--- config.mk ---
export PLATFORM = sky130hd
export DESIGN_NAME = inst_fetch
export DESIGN_NICKNAME = d
export VERILOG_FILES = /design/src/rtl/inst_fetch.sv
export SDC_FILE = /design/constraint.sdc
export NUM_CORES = 1
export LEC_CHECK = 0
export CAP_MARGIN = 20
export CORE_UTILIZATION = 47
export DETAILED_ROUTE_END_ITERATION = 10
export HOLD_SLACK_MARGIN = 0.12
export PLACE_DENSITY = 0.83
export SYNTH_ARGS = -nofsm -noshare
export SYNTH_HDL_FRONTEND = slang
export SYNTH_SLANG_ARGS = --single-unit
--- constraint.sdc ---
create_clock -name i_clk -period 3.3 [get_ports i_clk]
set_input_delay 0.495 -clock i_clk [delete_from_list [all_inputs] [get_ports i_clk]]
set_output_delay 0.495 -clock i_clk [all_outputs]
set_load 0.01 [all_outputs]
--- src/rtl/inst_fetch.sv ---
// Instruction fetch initiator: owns the fetch PC, drives the synchronous instruction
// memory address and presents each returned word to decode with its PC and a valid flag.
module inst_fetch #(
    parameter int INSTRUCTION_ADDR_WIDTH = 13,
    parameter int INSTRUCTION_WIDTH      = 18,
    parameter logic [INSTRUCTION_ADDR_WIDTH-1:0] RESET_PC = '0
) (
    input  logic                              i_clk,
    input  logic                              i_rst,
    output logic [INSTRUCTION_ADDR_WIDTH-1:0] o_mem_address,
    input  logic [INSTRUCTION_WIDTH-1:0]      i_mem_instruction,
    input  logic                              i_stall,
    input  logic                              i_redirect,
    input  logic [INSTRUCTION_ADDR_WIDTH-1:0] i_redirect_pc,
    input  logic                              i_halt,
    output logic [INSTRUCTION_WIDTH-1:0]      o_instruction,
    output logic [INSTRUCTION_ADDR_WIDTH-1:0] o_pc,
    output logic                              o_valid,
    output logic                              o_halted,
    output logic [1:0]                        o_state
);

    localparam logic [1:0] ST_FILL   = 2'd0;
    localparam logic [1:0] ST_RUN    = 2'd1;
    localparam logic [1:0] ST_HALTED = 2'd2;

    localparam logic [INSTRUCTION_ADDR_WIDTH-1:0] PC_ONE = {{(INSTRUCTION_ADDR_WIDTH-1){1'b0}}, 1'b1};

    logic [1:0]                        state;
    logic [INSTRUCTION_ADDR_WIDTH-1:0] fpc;

    // Handshake: o_valid qualifies o_instruction/o_pc; while i_stall is high decode does not
    // accept, so the word is held (memory re-reads o_pc) until a cycle with i_stall low.
    always_comb begin
        o_mem_address = fpc;
        if (i_rst) begin
            o_mem_address = RESET_PC;
        end else if (i_redirect) begin
            o_mem_address = i_redirect_pc;
        end else if (state == ST_RUN && i_stall) begin
            o_mem_address = o_pc;
        end
    end

    assign o_instruction = i_mem_instruction;
    assign o_state       = state;

    always_ff @(posedge i_clk or posedge i_rst) begin
        if (i_rst) begin
            state    <= ST_FILL;
            fpc      <= RESET_PC;
            o_pc     <= RESET_PC;
            o_valid  <= 1'b0;
            o_halted <= 1'b0;
        end else begin
            // A redirect is honoured in every state; increments wrap modulo the address space.
            if (i_redirect) begin
                state    <= ST_RUN;
                o_pc     <= i_redirect_pc;
                fpc      <= i_redirect_pc + PC_ONE;
                o_valid  <= 1'b1;
                o_halted <= 1'b0;
            end else begin
                case (state)
                    ST_FILL: begin
                        state   <= ST_RUN;
                        o_pc    <= fpc;
                        fpc     <= fpc + PC_ONE;
                        o_valid <= 1'b1;
                    end
                    ST_RUN: begin
                        if (i_halt) begin
                            state    <= ST_HALTED;
                            o_valid  <= 1'b0;
                            o_halted <= 1'b1;
                        end else if (!i_stall) begin
                            o_pc    <= fpc;
                            fpc     <= fpc + PC_ONE;
                            o_valid <= 1'b1;
                        end
                    end
                    ST_HALTED: begin
                        o_valid  <= 1'b0;
                        o_halted <= 1'b1;
                    end
                    default: begin
                        state   <= ST_FILL;
                        o_valid <= 1'b0;
                    end
                endcase
            end
        end
    end

endmodule
==> out/qor.csv, run 1 <==
stage,metric,value,unit
power,Clk pwr share,0.239,
timing,FMAX,0.352,GHz
job,Max-Cap Viols,0,
setup_path,"Slowest-stage cell, CP",clkdlybuf4s50_1,
global_route,largest net degree at the start of global routing,41,
setup_path,CP startpoint kind,input port,
power,sequential power share,0.424,
synthesis,"Cell Area, Synth",2070,µm²
timing,Final Hold Fails,0,
global_route,first-pass GRT wire length,8420,µm
die,DIE WIDTH,68.4,µm
global_route,Total GRT Usage,0.245,
final_layout,layout cells sized above 1,0.0899,
final_layout,ANT cells,0,
die,Die Y,68.4,µm
power,switching share of power,0.341,
synthesis,Async SR Flop Fraction,1.00,
timing,endpoints failing setup,0,
synthesis,register area share after synthesis,0.362,
min_path,Tightest Hold Check Type,flip-flop to flip-flop,
synthesis,syn avg cell area,8.43,µm²
final_layout,layout net count,315,
detailed_routing,vias per cell,5.74,
timing,max-slew violations,0,
timing,actual slew at the worst max-slew pin,0.643,ns
timing,RSZ-0062 raised after global routing,no,
clock_tree,CTS tree,yes,
setup_path,Worst Path Required,2.80,ns
setup_path,Crit Path Max Fanout,40,
timing,Final Skew,0.00554,ns
clock_tree,total CTS buffers,5,
timing,Period minus WS final,2.84,ns
synthesis,"FF+latch count, synth",30,
timing,period utilization,0.861,
final_layout,Syn-to-layout area delta,23.7,%
detailed_routing,drt drc,0,
power,P per Cell Area,455,nW/µm²
detailed_routing,1st-iter DRT viols,166,
setup_path,CP max stage delay,0.59,ns
global_route,vias in the first global route,1812,
die,io pins,84,
setup_path,CP most frequent cell,clkdlybuf4s50_1,
synthesis,Mapped Cells,246,
outcome,status,finished clean,
power,P_leak,0.00107,µW
synthesis,"EDFF count, synth",0,
clock_tree,clk buf depth,2,
clock_tree,Worst-path clk slew,0.06,ns
power,Comb power frac,0.337,
power,internal power,769,µW
detailed_routing,vias,1882,
synthesis,syn_nets,283,
power,sw power,399,µW
setup_path,crit path capture type,output port,
placement,Post-DP Area,2480,µm²
detailed_routing,WL/cell,15.3,µm
clock_tree,CTS root buffer,clkbuf_8,
synthesis,unique cell type count in the Yosys netlist,34,
setup_path,"Arr. time, crit path",2.35,ns
clock_tree,# resized after CTS,0,
detailed_routing,Routed Antenna Nets,0,
setup_path,CP Class,input port to output port,
detailed_routing,final wirelength,5020,µm
final_layout,"final std cell area, no fill",2560,µm²
clock_tree,CTS sink cnt,30,
timing,Fin Setup TNS,0,ns
clock_tree,"Hold-fix buffers, CTS",0,
placement,global placement routability congestion,0.820,
setup_path,crit-path cells,clkdlybuf4s50_1 -> inv_1 -> buf_4 -> nor2_1 -> a311oi_1 -> clkdlybuf4s50_1,
clock_tree,postcts setup bufs,0,
timing,Slew HR,0.570,
clock_tree,Clock Latency Late Sink,0.28,ns
die,# rows,23,
die,core area,4120,µm²
global_route,total grt overflow,0,
synthesis,yosys warns,0,
final_layout,filler cell count,361,
placement,DP Wirelength,3540,µm
die,initial core utilization,0.504,
synthesis,"Top FF cell, synth",dfrtp_1,
global_route,initial antenna violation count,0,
placement,IO Port Bufs,47,
clock_tree,CTS H-tree lvls,2,
die,die footprint,4680,µm²
detailed_routing,drt pass-1 iters,4,
power,maximum VDD drop,0.290,mV
==> cell usage after synthesis (all sizes together) (2+ instances only) <==
cell    instances  share of area
nand3           9          0.022
xor2           21          0.089
nand4b          2         0.0085
a21o            2         0.0072
a31oi           9          0.027
nand4           9          0.027
a311oi         11          0.046
inv             2         0.0036
nand3b          3          0.017
mux2i          10          0.048
nand2          62           0.11
buf            21          0.075
dfrtp          30           0.36
xnor2           2         0.0085
clkbuf         11          0.020
mux2            6          0.033
a21oi           9          0.022
nor2           15          0.027
==> layout make-up <==
| cell class | instances | area [µm²] | share of cell area |
|---|---|---|---|
| clock buffer | 5 | 68.8 | 0.0268 |
| timing repair buffer | 57 | 546 | 0.213 |
| clock inverter | 2 | 10.0 | 0.00390 |
| tap | 50 | 62.6 | 0.0244 |
| inverter | 2 | 7.51 | 0.00293 |
| sequential | 30 | 751 | 0.293 |
| multi-input combinational | 182 | 1120 | 0.436 |
==> metrics by stage <==
step	cells	util	setup WS (ns)	hold WS, ns	power, µW
floorplan	246	-	1.06	0.518	734
global placement	321	0.604	0.483	0.481	880
detailed placement	321	0.604	0.434	0.478	892
CTS	328	0.623	0.456	0.498	1180
global route	328	0.623	0.320	0.515	1240
finish	328	0.623	0.458	0.496	1170
==> state kept, by name, summed over array words and instances (netlist names) <==
| signal | flops |
|---|---|
| o_state | 2 |
| o_valid | 1 |
| o_halted | 1 |
| o_pc | 13 |
| fpc | 13 |
==> power by group through the flow <==
stage / Clock, µW / Combinational [µW] / Sequential, µW
after CTS: 288 / 395 / 494
after detailed placement: 0 / 393 / 499
final: 280 / 393 / 495
after global routing: 304 / 434 / 505
after floorplan: 0 / 233 / 501
after global placement: 0 / 382 / 498
==> worst paths after layout <==
path / cells past startpoint / slack, ns / end / from
worst max-delay path: 6 / 0.46 / o_mem_address[10] / i_redirect
worst min-delay path: 1 / 0.50 / o_halted$_DFFE_PP0P_ / o_halted$_DFFE_PP0P_
worst max register to register: 7 / 1.37 / fpc[12]$_DFFE_PP0P_ / fpc[0]$_DFFE_PP0P_
worst min register to register: 1 / 0.50 / o_halted$_DFFE_PP0P_ / o_halted$_DFFE_PP0P_
max in group asynchronous: 3 / 2.07 / o_valid$_DFFE_PP0P_ / i_rst
min in group asynchronous: 3 / 1.04 / fpc[6]$_DFFE_PP0P_ / i_rst
==> placed cells by master (no fill, tap or decap), types with 5 or more instances in the layout <==
cell,count
nand2_1,62
a21oi_1,9
mux2i_1,10
nand3_1,9
mux2_2,6
clkbuf_8,5
a311oi_1,11
dfrtp_1,30
xor2_1,21
clkdlybuf4s50_1,47
a31oi_1,9
nor2_1,15
buf_4,10
nand4_1,9
==> kinds of logic after synthesis <==
group,count (synthesis),synth area share
AO/OA/AOI/OAI,37,0.126
XOR/XNOR,23,0.0972
adder cells (fa/ha/maj),1,0.00603
buffers and inverters,34,0.0984
flip-flops,30,0.362
multiplexers,16,0.0809
AND/OR/NAND/NOR,105,0.229
==> layer usage <==
metal  up-vias  part of all wire  GRT usage
li1        908                 -          -
met1       899              0.43      0.320
met2        70              0.47      0.380
met3         5             0.081     0.0600
met4         0             0.011      0.107
met5         -                 0          0
==> worst max-delay path, delay by kind of cell <==
| family | cells | cell delay, ns |
|---|---|---|
| buffers and inverters | 4 | 1.41 |
| AND/OR/NAND/NOR | 1 | 0.13 |
| AO/OA/AOI/OAI | 1 | 0.29 |
(Power assumes the default switching activity.)
==> run 2: changes to the inputs <==
clock period = 3.7 ns   (was 3.3 ns; I/O delays follow)
==> out/qor.csv, run 2 (synthesized netlist as in run 1, its figures left out) <==
stage,metric,value,unit,change
setup_path,CP startpoint kind,input port,,
die,core area,4120,µm²,unchanged
detailed_routing,1st-iter DRT viols,136,,-18%
clock_tree,CTS H-tree lvls,2,,unchanged
clock_tree,CTS root buffer,clkbuf_8,,
clock_tree,CTS tree,yes,,
timing,max-slew violations,0,,unchanged
timing,period utilization,0.864,,
setup_path,Crit Path Max Fanout,13,,-68%
die,# rows,23,,unchanged
global_route,initial antenna violation count,0,,unchanged
die,DIE WIDTH,68.4,µm,unchanged
detailed_routing,top sig layer,met4,,
outcome,status,finished clean,,
clock_tree,# resized after CTS,0,,unchanged
final_layout,Syn-to-layout area delta,22.2,%,
setup_path,Worst Path Required,3.14,ns,+0.34 ns
timing,worst hold slack,0.484,ns,-0.0119 ns
clock_tree,total CTS buffers,5,,unchanged
clock_tree,Clock Latency Late Sink,0.28,ns,about the same
timing,Period minus WS final,3.20,ns,
clock_tree,Worst-path clk slew,0.06,ns,about the same
die,die footprint,4680,µm²,unchanged
die,initial core utilization,0.504,,unchanged
power,Pwr Total,1040,µW,-11%
final_layout,ANT cells,0,,unchanged
clock_tree,postcts setup bufs,0,,unchanged
final_layout,"most common cell after layout, fill and taps aside",nand2_1,,
job,Max-Cap Viols,0,,unchanged
global_route,vias in the first global route,1824,,+0.66%
power,maximum VDD drop,0.239,mV,-18%
detailed_routing,final wirelength,5020,µm,about the same
detailed_routing,drt pass-1 iters,4,,unchanged
global_route,total grt overflow,0,,unchanged
setup_path,Reg2Reg Capture Point,fpc[6]$_DFFE_PP0P_,,
clock_tree,"Hold-fix buffers, CTS",0,,unchanged
placement,IO Port Bufs,47,,unchanged
detailed_routing,Routed Antenna Nets,0,,unchanged
final_layout,"commonest cells after routing, fill and taps aside","62 x nand2_1, 47 x clkdlybuf4s50_1, 30 x dfrtp_1",,
clock_tree,CTS sink cnt,30,,unchanged
timing,Slew HR,0.427,,-0.143
detailed_routing,routed wl met2,2450,µm,+3.1%
timing,endpoints failing setup,0,,unchanged
timing,Final Skew,0.00460,ns,-0.000936 ns
power,P_leak,0.00105,µW,-1.9%
timing,actual slew at the worst max-slew pin,0.860,ns,+0.216 ns
detailed_routing,vias per cell,5.72,,-0.33%
min_path,WHS Path Cells,1,,unchanged
power,P per Cell Area,409,nW/µm²,-10%
global_route,Total GRT Usage,0.242,,-0.00239
detailed_routing,drt drc,0,,unchanged
detailed_routing,met3 WL post-DR,332,µm,-18%
setup_path,"Arr. time, crit path",2.64,ns,+0.29 ns
global_route,first-pass GRT wire length,8290,µm,-1.5%
timing,FMAX,0.313,GHz,
timing,RSZ-0062 raised after global routing,no,,
final_layout,layout net count,311,,-1.3%
min_path,min-delay src,o_halted$_DFFE_PP0P_,,
min_path,Tightest Hold Check Type,flip-flop to flip-flop,,
min_path,Hold EP,o_halted$_DFFE_PP0P_,,
placement,DP Wirelength,3560,µm,+0.67%
global_route,largest net degree at the start of global routing,41,,unchanged
setup_path,crit path capture type,output port,,
detailed_routing,WL/cell,15.5,µm,+1.3%
clock_tree,clk buf depth,2,,unchanged
setup_path,Reg2Reg Launch Point,fpc[0]$_DFFE_PP0P_,,
setup_path,Worst Reg2Reg Path Length in Cells,7,,unchanged
timing,final worst slack,0.502,ns,+0.0440 ns
setup_path,R2R setup slack,1.69,ns,+0.32 ns
detailed_routing,vias,1853,,-1.5%
detailed_routing,met1 WL,2170,µm,-0.64%
die,io pins,84,,unchanged
final_layout,Final Core Density,0.616,,-0.00730
placement,"worst slack, placed",0.511,ns,+0.0772 ns
timing,Fin Setup TNS,0,ns,unchanged
final_layout,layout cells sized above 1,0.0766,,-0.0133
die,Die Y,68.4,µm,unchanged
timing,Final Hold Fails,0,,unchanged
placement,global placement routability congestion,0.847,,+3.3%
setup_path,CP Class,input port to output port,,
## run 2: cell count changes in the layout (fill, tap and decap cells not counted)
cell   change
buf_4      -4
## run 2: worst max path at each step
stage                          start                 to  slack (ns)  cells past startpoint
after detailed placement     i_stall   o_mem_address[3]        0.51                      5
after global placement       i_stall   o_mem_address[9]        0.59                      5
after floorplan           i_redirect  o_mem_address[10]        1.34                      6
after global routing         i_stall   o_mem_address[7]        0.36                      5
final                        i_stall   o_mem_address[3]        0.50                      5
after CTS                    i_stall   o_mem_address[3]        0.49                      5
## run 2: worst max-delay path, cell delays in order
cell             delay, ns
clkdlybuf4s50_1       0.49
and3b_1               0.54
nand2_1               0.12
a311oi_1              0.33
clkdlybuf4s50_1       0.60
## run 2: per-layer routing
layer	vias up	global-route usage
met5	-	0
met4	0	0.0885
met3	8	0.0667
met2	59	0.408
met1	889	0.293
li1	897	-
## run 2: where the power goes
part	internal [µW]	switching (µW)	total (µW)
logic	175	170	345
clock network	126	122	248
registers	381	62.1	443
## run 2: final cells by class
class                   count  area (µm²)
flip-flops and latches     30         751
inverters                   2        7.51
multi-input cells         182        1120
well taps                  50        62.6
fillers                   361        1580
clock inverters             2        10.0
clock buffers               5        68.8
repair buffers             53         515
## run 2: stage by stage
step | area [µm²] | cells
after floorplan | 2070 | 246
final | 2530 | 324
after global placement | 2450 | 317
after global routing | 2530 | 324
after detailed placement | 2450 | 317
after CTS | 2530 | 324
==> variant (config.mk and constraints of run 1) <==
Reset style: synchronous (`i_rst`), changed in one clocked block.
--- a/src/rtl/inst_fetch.sv
+++ b/src/rtl/inst_fetch.sv
@@ -47,3 +47,3 @@
 
-    always_ff @(posedge i_clk or posedge i_rst) begin
+    always_ff @(posedge i_clk) begin
         if (i_rst) begin
Function: differs if i_rst is asserted again (counterexample within 4 cycles, from zero or initial values and one cycle with i_rst high); with i_rst held inactive, the same outputs for 10 cycles.
==> variant against run 1 <==
Sequential cell count unchanged. Via count increased by 11%. Synthesized area decreased by 1.1%. Final cell count increased by 7.0%. Maximum frequency decreased by 0.91%. Routed wire length increased by 6.8%. Total power decreased by 20%. Design area decreased by 1.9%. Worst setup slack got worse by 0.026 ns. Critical endpoint is now o_mem_address[0]. Largest cell class unchanged. Highest routed layer unchanged.
==> variant: results (changes against run 1) <==
| Metric | Value |
|---|---|
| Met2 track utilization from global routing | `0.433 (+0.0527)` |
| Ys flop type | `dfxtp_1` |
| Post-Place Cells | `344 (+7.2%)` |
| Worst Max-Slew Pin Slew | `0.481 ns (-0.162 ns)` |
| DR WL met2 | `2540 µm (+6.6%)` |
| All-layer global routing usage | `0.257 (+0.0120)` |
| Total length of routed met3 wires | `414 µm (+2.5%)` |
| Max incr delay on CP | `0.54 ns (-0.05 ns)` |
| Sequential element share of the synthesized area | `0.293 (-0.0691)` |
| Largest net degree at the start of global routing | `34 (-17%)` |
| Total via count in the routed design | `2084 (+11%)` |
| Post-DP HPWL | `3810 µm (+7.5%)` |
| Routed metal-1 wirelength | `2350 µm (+7.8%)` |
| P_leak | `0.970 nW (-9.4%)` |
| Total nets after synthesis | `311 (+9.9%)` |
| Met3 usage | `0.0483 (-0.0117)` |
| Number of unique standard cell types used by synthesis | `47 (+38%)` |
| Wire length of the first global-routing pass | `8900 µm (+5.7%)` |
| Number of vias per cell | `5.94 (+3.5%)` |
| Synthesized area divided by synthesized cell count | `7.48 µm² (-11%)` |
| Top cell types by occurrence after synthesis | `nand2_1, dfxtp_1, a31oi_1, buf_4, nor2_1` |
| Final estimated routing congestion in global placement | `0.838 (+2.2%)` |
| Arrival @ worst endpoint | `2.37 ns (+0.02 ns)` |
| Share of synthesized cell area in full adder, half adder and majority cells | `0.00611 (+0.0000700)` |
| Outcome | `completed` |
| Pwr/cell area | `373 mW/mm² (-18%)` |
| Logic power comb | `0.000242 W (-38%)` |
| Share of synthesized area spent on multiplexers | `0.0385 (-0.0424)` |
| Routed len/inst | `15.3 µm (-0.16%)` |
## variant: cell count changes in the layout (fill, tap and decap cells not counted), sizes merged, moves of 7 or more
cell and delta:
a21oi +8, a311oi -9, a31oi +11, dfrtp -30
dfxtp +30, mux2i -7, o21ai +18, xor2 -12
## variant: cell type report
| cell class | count | area (µm²) | share of cell area |
|---|---|---|---|
| Inverter | 5 | 18.8 | 0.00746 |
| Multi-Input combinational cell | 207 | 1220 | 0.487 |
| Clock buffer | 7 | 76.3 | 0.0303 |
| Tap cell | 50 | 62.6 | 0.0249 |
| Sequential cell | 30 | 601 | 0.239 |
| Timing Repair Buffer | 52 | 533 | 0.212 |
## variant: worst paths after layout
check                                   endpoint  slack (ns)  cells after the start      from
worst max-delay path            o_mem_address[0]        0.43                      6   i_stall
worst min-delay path                    o_halted        0.47                      1  o_halted
worst max register to register            fpc[6]        1.46                      7    fpc[0]
worst min register to register          o_halted        0.47                      1  o_halted
